File: config.mk
export PLATFORM = sky130hd
export DESIGN_NAME = gf2m_pentanomial_reducer
export DESIGN_NICKNAME = d
export VERILOG_FILES = /design/src/rtl/gf2m_pentanomial_reducer.sv
export SDC_FILE = /design/constraint.sdc
export NUM_CORES = 2
export LEC_CHECK = 0
export BUFFER_PORTS_ARGS = -buffer_cell sky130_fd_sc_hd__buf_2
export CORE_AREA = 2 2 333 335
export DETAILED_ROUTE_END_ITERATION = 16
export DIE_AREA = 0 0 335 337
export HOLD_SLACK_MARGIN = 0.08
export PLACE_DENSITY = 0.6
export SLEW_MARGIN = 20
export SYNTH_ARGS = -nofsm -noshare
export SYNTH_HDL_FRONTEND = slang
export SYNTH_SLANG_ARGS = --single-unit
File: constraint.sdc
create_clock -name clk -period 2.2 [get_ports clk]
set_input_delay 0.22 -clock clk [delete_from_list [all_inputs] [get_ports clk]]
set_output_delay 0.22 -clock clk [all_outputs]
set_load 0.01 [all_outputs]
File: src/rtl/gf2m_pentanomial_reducer.sv
// rtl/gf2m_pentanomial_reducer.sv - digit-serial GF(2^283) reducer mod x^283+x^12+x^7+x^5+1
// Optional squarer load path enabled by defining GF2M_REDUCER_SQUARE_EN.
module gf2m_pentanomial_reducer #(
  parameter int M     = 283,
  parameter int DIGIT = 16,
  parameter int K1    = 12,
  parameter int K2    = 7,
  parameter int K3    = 5
) (
  input  logic           clk,
  input  logic           rst,
  input  logic           start,
`ifdef GF2M_REDUCER_SQUARE_EN
  input  logic           sq_mode,
`endif
  input  logic [2*M-1:0] c_in,
  output logic           busy,
  output logic           done,
  output logic [M-1:0]   r
);

  localparam int ITER  = (M + DIGIT - 1) / DIGIT;
  localparam int CNT_W = $clog2(ITER + 1);

  typedef enum logic [1:0] {
    IDLE = 2'd0,
    RUN  = 2'd1,
    DONE = 2'd2
  } state_t;

  state_t           state_q;
  logic [2*M-1:0]   t_q;
  logic [2*M-1:0]   t_d;
  logic [2*M-1:0]   load_d;
  logic [CNT_W-1:0] cnt_q;
  logic             busy_q;
  logic             done_q;
  logic [M-1:0]     r_q;

  // Bit i belongs to window (2M-1-i)/DIGIT; its fold targets always sit below that window.
  always_comb begin
    t_d = t_q;
    for (int i = M; i < 2*M; i++) begin
      if (cnt_q == CNT_W'((2*M - 1 - i) / DIGIT) && t_q[i]) begin
        t_d[i]          = 1'b0;
        t_d[i - M]      = t_d[i - M] ^ 1'b1;
        t_d[i - M + K3] = t_d[i - M + K3] ^ 1'b1;
        t_d[i - M + K2] = t_d[i - M + K2] ^ 1'b1;
        t_d[i - M + K1] = t_d[i - M + K1] ^ 1'b1;
      end
    end
  end

  always_comb begin
    load_d = c_in;
`ifdef GF2M_REDUCER_SQUARE_EN
    if (sq_mode) begin
      load_d = '0;
      for (int k = 0; k < M; k++) begin
        load_d[2*k] = c_in[k];
      end
    end
`endif
  end

  always_ff @(posedge clk or negedge rst) begin
    if (!rst) begin
      state_q <= IDLE;
      t_q     <= '0;
      cnt_q   <= '0;
      busy_q  <= 1'b0;
      done_q  <= 1'b0;
      r_q     <= '0;
    end else begin
      case (state_q)
        IDLE, DONE: begin
          done_q <= 1'b0;
          if (start) begin
            state_q <= RUN;
            t_q     <= load_d;
            cnt_q   <= '0;
            busy_q  <= 1'b1;
          end else begin
            state_q <= IDLE;
          end
        end
        RUN: begin
          t_q   <= t_d;
          cnt_q <= cnt_q + CNT_W'(1);
          if (cnt_q == CNT_W'(ITER - 1)) begin
            state_q <= DONE;
            r_q     <= t_d[M-1:0];
            done_q  <= 1'b1;
            busy_q  <= 1'b0;
          end
        end
        default: begin
          state_q <= IDLE;
          busy_q  <= 1'b0;
          done_q  <= 1'b0;
        end
      endcase
    end
  end

  assign busy = busy_q;
  assign done = done_q;
  assign r    = r_q;

endmodule

Word-level counts from Yosys, hierarchy flattened
Index checks and enable logic that the tools add are counted.
Word-level totals
  flip-flop bits (word level): 858
  input port bits: 569
  output and inout port bits: 285
  word-level logic and storage cells: 3690
Cells by class
  add/sub/neg operators: 1
  eq/ne operators: 292
  muxes and demuxes: 1427
  bitwise gates (word level): 1132
  reduce and logical (&&, ||, !) cells: 561
Operator list (count)
  $mux W1: 1420
  $not A1 Y1: 1132
  $pmux W566 S2: 1
  $reduce_and A3 Y1: 271
  $mux W566: 1
  $ne A2 B2 Y1 const B: 273
  $logic_and A1 B1 Y1: 283
  $eq A5 B4 Y1 const B: 8
  $eq A5 B3 Y1 const B: 4
  $eq A5 B2 Y1 const B: 2
  $eq A5 B5 Y1 const B: 2
  $pmux W5 S2: 1
  $reduce_and A2 Y1: 3
  $add A5 B1 Y5 const B: 1
  $eq A5 B1 Y1 const B: 1
  $logic_not A5 Y1: 1
  $mux W5: 1
  $pmux W2 S2: 1
  $eq A2 B1 Y1 const B: 1
  $eq A2 B2 Y1 const B: 1
  $logic_not A2 Y1: 1
  $mux W2: 1
  $pmux W1 S2: 1
  $reduce_bool A2 Y1: 1
  $reduce_or A2 Y1: 1

Logic depth before layout (Yosys ltp)
  depth after elaboration: 10
  mapped depth: 11

Worst setup path after synthesis
OpenSTA, ideal clock, no wires.
  kind: reg2reg
  from: reg cnt_q[3]
  to: reg r_q[48], in the netlist r[48]
  library setup time: 0.133 ns
  arrival time: 2.112 ns
  data required time: 2.067 ns
  slack: -0.045 ns
  stages on the path, launching flop included: 12
  buffers on the path: 5
  period minus slack after synthesis: 2.245 ns
  cells stage by stage: dfrtp_1 > buf_2 > buf_4 > buf_2 > and3_1 > ha_1 > clkbuf_1 > clkbuf_1 > nand2_1 > xnor2_1 > xnor2_1 > o21ai_0
On the way
  word-level cells in the longest chain between the ends: 9
  elaborated cells between the ends (all ways): 15
  those cells by class: eq/ne: 3; mux: 4; bitwise: 3; reduce/logical: 5
RTL lines
  from (decl): RTL line 35  | logic [CNT_W-1:0] cnt_q;
  from (signal assigned): RTL line 89  | cnt_q <= cnt_q + CNT_W'(1);
  $eq A5 B4 Y1: RTL line 44  | if (cnt_q == CNT_W'((2*M - 1 - i) / DIGIT) && t_q[i]) begin
  $logic_and A1 B1 Y1: RTL line 44
  $mux W1: RTL line 44
  $not A1 Y1 (no line)
  $mux W1: RTL line 44
  $not A1 Y1 (no line)
  $mux W1: RTL line 44
  $not A1 Y1 (no line)
  $mux W1: RTL line 44
  to (signal assigned): RTL line 92  | r_q <= t_d[M-1:0];
  to (decl): RTL line 38  | logic [M-1:0] r_q;
Several ways; a longest one is shown, not always the timed one.
A chain may end at the register's enable or synchronous reset.

Final worst setup path
  from: reg cnt_q[1]
  to: reg t_q[226]
On the way
  word-level cells in the longest chain between the ends: 10
  elaborated cells between the ends (all ways): 14
  those cells by class: eq/ne: 2; mux: 5; bitwise: 3; reduce/logical: 4
RTL lines
  $eq A5 B3 Y1: RTL line 44
  $logic_and A1 B1 Y1: RTL line 44
  $mux W1: RTL line 44
  $not A1 Y1 (no line)
  $mux W1: RTL line 44
  $not A1 Y1 (no line)
  $mux W1: RTL line 44
  $not A1 Y1 (no line)
  $mux W1 *: RTL line 44
  $pmux W566 S2 *: RTL line 75  | case (state_q)
  to (signal assigned): RTL line 80  | t_q <= load_d;
  to (signal assigned): RTL line 88  | t_q <= t_d;
  to (decl): RTL line 32  | logic [2*M-1:0] t_q;
Mark *: on every way between the ends. The rest lies on a longest branch, timed or not.

==> summary.txt <==
Timing
  • Max-Slew Margin vs Limit: 0.3271
  • Final hold vios: 0
  • Final worst hold slack: 0.2994 ns
  • Number of pins with negative max-slew slack in the final report: 0
  • Unrepaired setup endpoints after global routing: true
  • Setup TNS Final: 0 ns
  • Worst clock skew: 0.02334 ns
  • # setup viols final: 0
  • F_max: 456.6 MHz
  • Setup WS post-layout: 0.01004 ns
  • Final critical-path share of the clock period: 0.9954
  • Final critical delay including setup and external delays: 2.190 ns
  • Actual slew at the worst max-slew pin: 1.009 ns

Die
  • X dimension of the die: 335 um
  • Vertical die dimension: 337 um
  • Number of top-level design ports: 854
  • Die area: 112900 sq um
  • Core area: 109600 sq um
  • Number of cell rows: 122
  • Initial core utilization: 0.3909

Logic synthesis
  • Synth area leaders: dfrtp_1, xnor2_1, o21ai_0
  • Simple-gate portion of the synthesized area: 0.09973
  • Netlist cell types: 57
  • Multiplexer area fraction after synthesis: 0.001577
  • Gate count after technology mapping: 4269
  • Synth Flop Type: dfrtp_1
  • Ys async rst share: 1.000
  • Cell taking the most area after synthesis: dfrtp_1
  • Fraction of the yosys area taken by sequential cells: 0.5006
  • Share of the synthesized area in compound gates (AO/OA/AOI/OAI): 0.1906
  • Main combinational cell family by area after synthesis: compound AO/OA/AOI/OAI gates
  • YS warnings: 0
  • Mapped cell area: 42840 sq um
  • Arithmetic-cell share of the synthesized area counting full adders, half adders and majority gates: 0.001460
  • Synthesized net count: 4843
  • Register bit total from synthesis: 857
  • Share of the synthesized area in the top cell type: 0.5006
  • Count leader, synth: dfrtp_1
  • EDFF count, synth: 0
  • Post-Synth XOR/XNOR Area: 0.1748
  • Most instantiated cells after synthesis: dfrtp_1, nand2_1, xnor2_1
  • Post-Synthesis Mean Instance Area: 10.04 sq um

GRT
  • Initial antenna violation count: 38
  • Vias in the first global route: 39475
  • Total global routing overflow: 0
  • Global router's overall resource usage: 0.2838
  • Maximum number of pins on one net before global-route repair: 88
  • Global-route wire length before repair: 245.1 mm

Setup path
  • Dominant delay contributor by cell family on the critical path: compound AO/OA/AOI/OAI gates
  • Endpoint kind of the worst setup timing path: flop
  • Critical Path Fanout Max: 10
  • Kind of launch point of the worst setup path: flop
  • Slowest cell on crit path: or4b_1
  • Flop-to-flop setup slack: 0.01 ns
  • Endpoint arrival time on the critical path: 2.75 ns
  • Crit-path max cell delay: 0.43 ns
  • Worst path cell trace: ha_2, or4b_1, buf_4, o31a_1, a21o_1, a221o_1
  • Setup CP Type: reg -> reg
  • Crit Reg-Reg Startpoint: cnt_q[1]
  • Critical Path RT: 2.76 ns
  • Launch point of the critical path: cnt_q[1]
  • CP Buf/Inv Count: 1

Clock tree
  • Clock Root Buffer: clkbuf_16
  • Clock insertion delay at the later pin of the skew report: 0.68 ns
  • Clock slew seen by the registers of the worst setup and hold paths: 0.06 ns
  • Total number of H-tree levels: 3
  • Clock tree from TritonCTS: yes
  • Number of sinks handled by clock tree synthesis: 857
  • TritonCTS Buffers: 97
  • Clock Tree Buf Depth: 3

Place
  • Post-Place Cell Area: 50300 sq um
  • Minimum setup slack after placement: -0.2329 ns
  • Placer congestion estimate: 0.9305
  • Port-buffer cells: 853
  • Total half-perimeter wirelength after legalization and detailed placement: 118.4 mm

Route
  • Routed Antenna Nets: 0
  • Violation count after the first detailed-route iteration: 2769
  • Total wirelength of the detailed-routed design: 165.7 mm
  • Drt via density: 5.364
  • Routed length per instance: 22.82 um
  • DR DRC count: 0
  • Iteration count of the initial detailed-routing pass: 6
  • Number of vias after detailed routing: 38938

Power
  • Peak VDD IR: 0.7572 mV
  • Total leakage power: 26.33 nW
  • Net switching power: 35.96 mW
  • Portion of total power attributed to combinational logic: 0.450
  • Switching portion of total power: 0.4065
  • Portion of total power attributed to the clock network: 0.194
  • Internal power: 52.49 mW
  • Fraction of power consumed by sequential logic: 0.356
  • Cell Pwr Density: 1478 nW/um^2
  • Post-layout total power: 88.44 mW

Run status
  • Result of the run: finished clean

Layout
  • Area added between synthesis and finish: 39.71%
  • Post-route cell area: 59860 sq um
  • Final nets: 6305
  • Share of layout cells above drive strength 1: 0.2269

Job
  • Maximum Capacitance Violations: 0

Hold path
  • Beginning of the worst hold path: c_in[419]
  • Class of the worst hold path: in -> reg
state kept, by name, summed over array words and instances, names as in the netlist:
register	cells
busy	1
state_q	2
cnt_q	5
r	283
t_q	566
metrics by stage:
step	util	cells
2_1_floorplan	-	4269
3_3_place_gp	0.4589	6465
3_5_place_dp	0.4589	6465
4_1_cts	0.5422	7215
5_1_grt	0.5460	7252
6_report	0.5461	7259
worst min-delay path, cell delays in order:
cell and delay (ns):
dlygate4sd3_1 0.51, buf_2 0.10, a22o_1 0.11
kinds of logic (layout without fill, tap and decap cells):
| group | Yosys count | count (layout) |
|---|---|---|
| DFF | 857 | 857 |
| adders and majority gates | 5 | 5 |
| xor gates and xnor gates | 848 | 848 |
| AOI/OAI and AO/OA | 1235 | 1235 |
| muxes | 6 | 6 |
| buffers and inverters | 323 | 1860 |
| other | 0 | 25 |
| and+or+nand+nor | 995 | 997 |
layer usage:
metal / global-route usage / share of wire / up-vias
met5: 0 / 0.0013 / -
met4: 0.1361 / 0.049 / 36
met3: 0.05884 / 0.066 / 427
met2: 0.4681 / 0.48 / 1575
met1: 0.3559 / 0.40 / 19175
li1: - / - / 17725
layout make-up:
cell class                 instances  area (sq um)
fill                            9565         49740
antenna                           25         62.56
inverter                          24         90.09
multi-input combinational       3091         20370
clock inverter                    43         519.2
timing repair buffer            1660         12780
tap                             1426          1784
clock buffer                     133          2808
sequential                       857         21450
what timing repair did:
action | CTS | global route
hold endpoints to repair | 1207 | 0
pin swaps | 0 | 9
resized for setup | 11 | 41
endpoints found under the setup margin | 244 | 256
gates cloned | 1 | 4
buffers inserted | 3 | 15
hold buffers | 570 | 0
final timing paths:
path | endpoint | cells after the start
min in group asynchronous | t_q[366] | 3
worst min-delay path | t_q[419] | 3
max in group asynchronous | t_q[81] | 4
worst min register to register | r[161] | 2
worst max register to register | t_q[226] | 6
worst max-delay path | t_q[226] | 6
power groups by stage:
stage | registers (mW) | clock network (mW) | logic, mW
global placement | 31.2 | 0 | 37.4
floorplan | 30.2 | 0 | 24.9
CTS | 31.2 | 17.4 | 39.2
finish | 31.5 | 17.2 | 39.8
detailed placement | 31.4 | 0 | 38.1
global route | 32.2 | 18.0 | 43.7
layout by cell type (no fill, tap or decap), types with 24 or more instances in the layout:
cell type      netlist  routed
a21oi_1             60      59
nor2_1             128     122
a21o_1              24      24
buf_4                9     154
a22o_1             256     256
buf_2               70     852
diode_2              0      25
o21ai_0            545     538
nand2_1            719     717
a22oi_1            247     247
buf_12               0      74
dfrtp_1            857     852
dlygate4sd3_1        0     570
clkbuf_16            0     103
xnor2_1            610     600
xor2_1             234     231
Power figures use the tool's default switching activity.
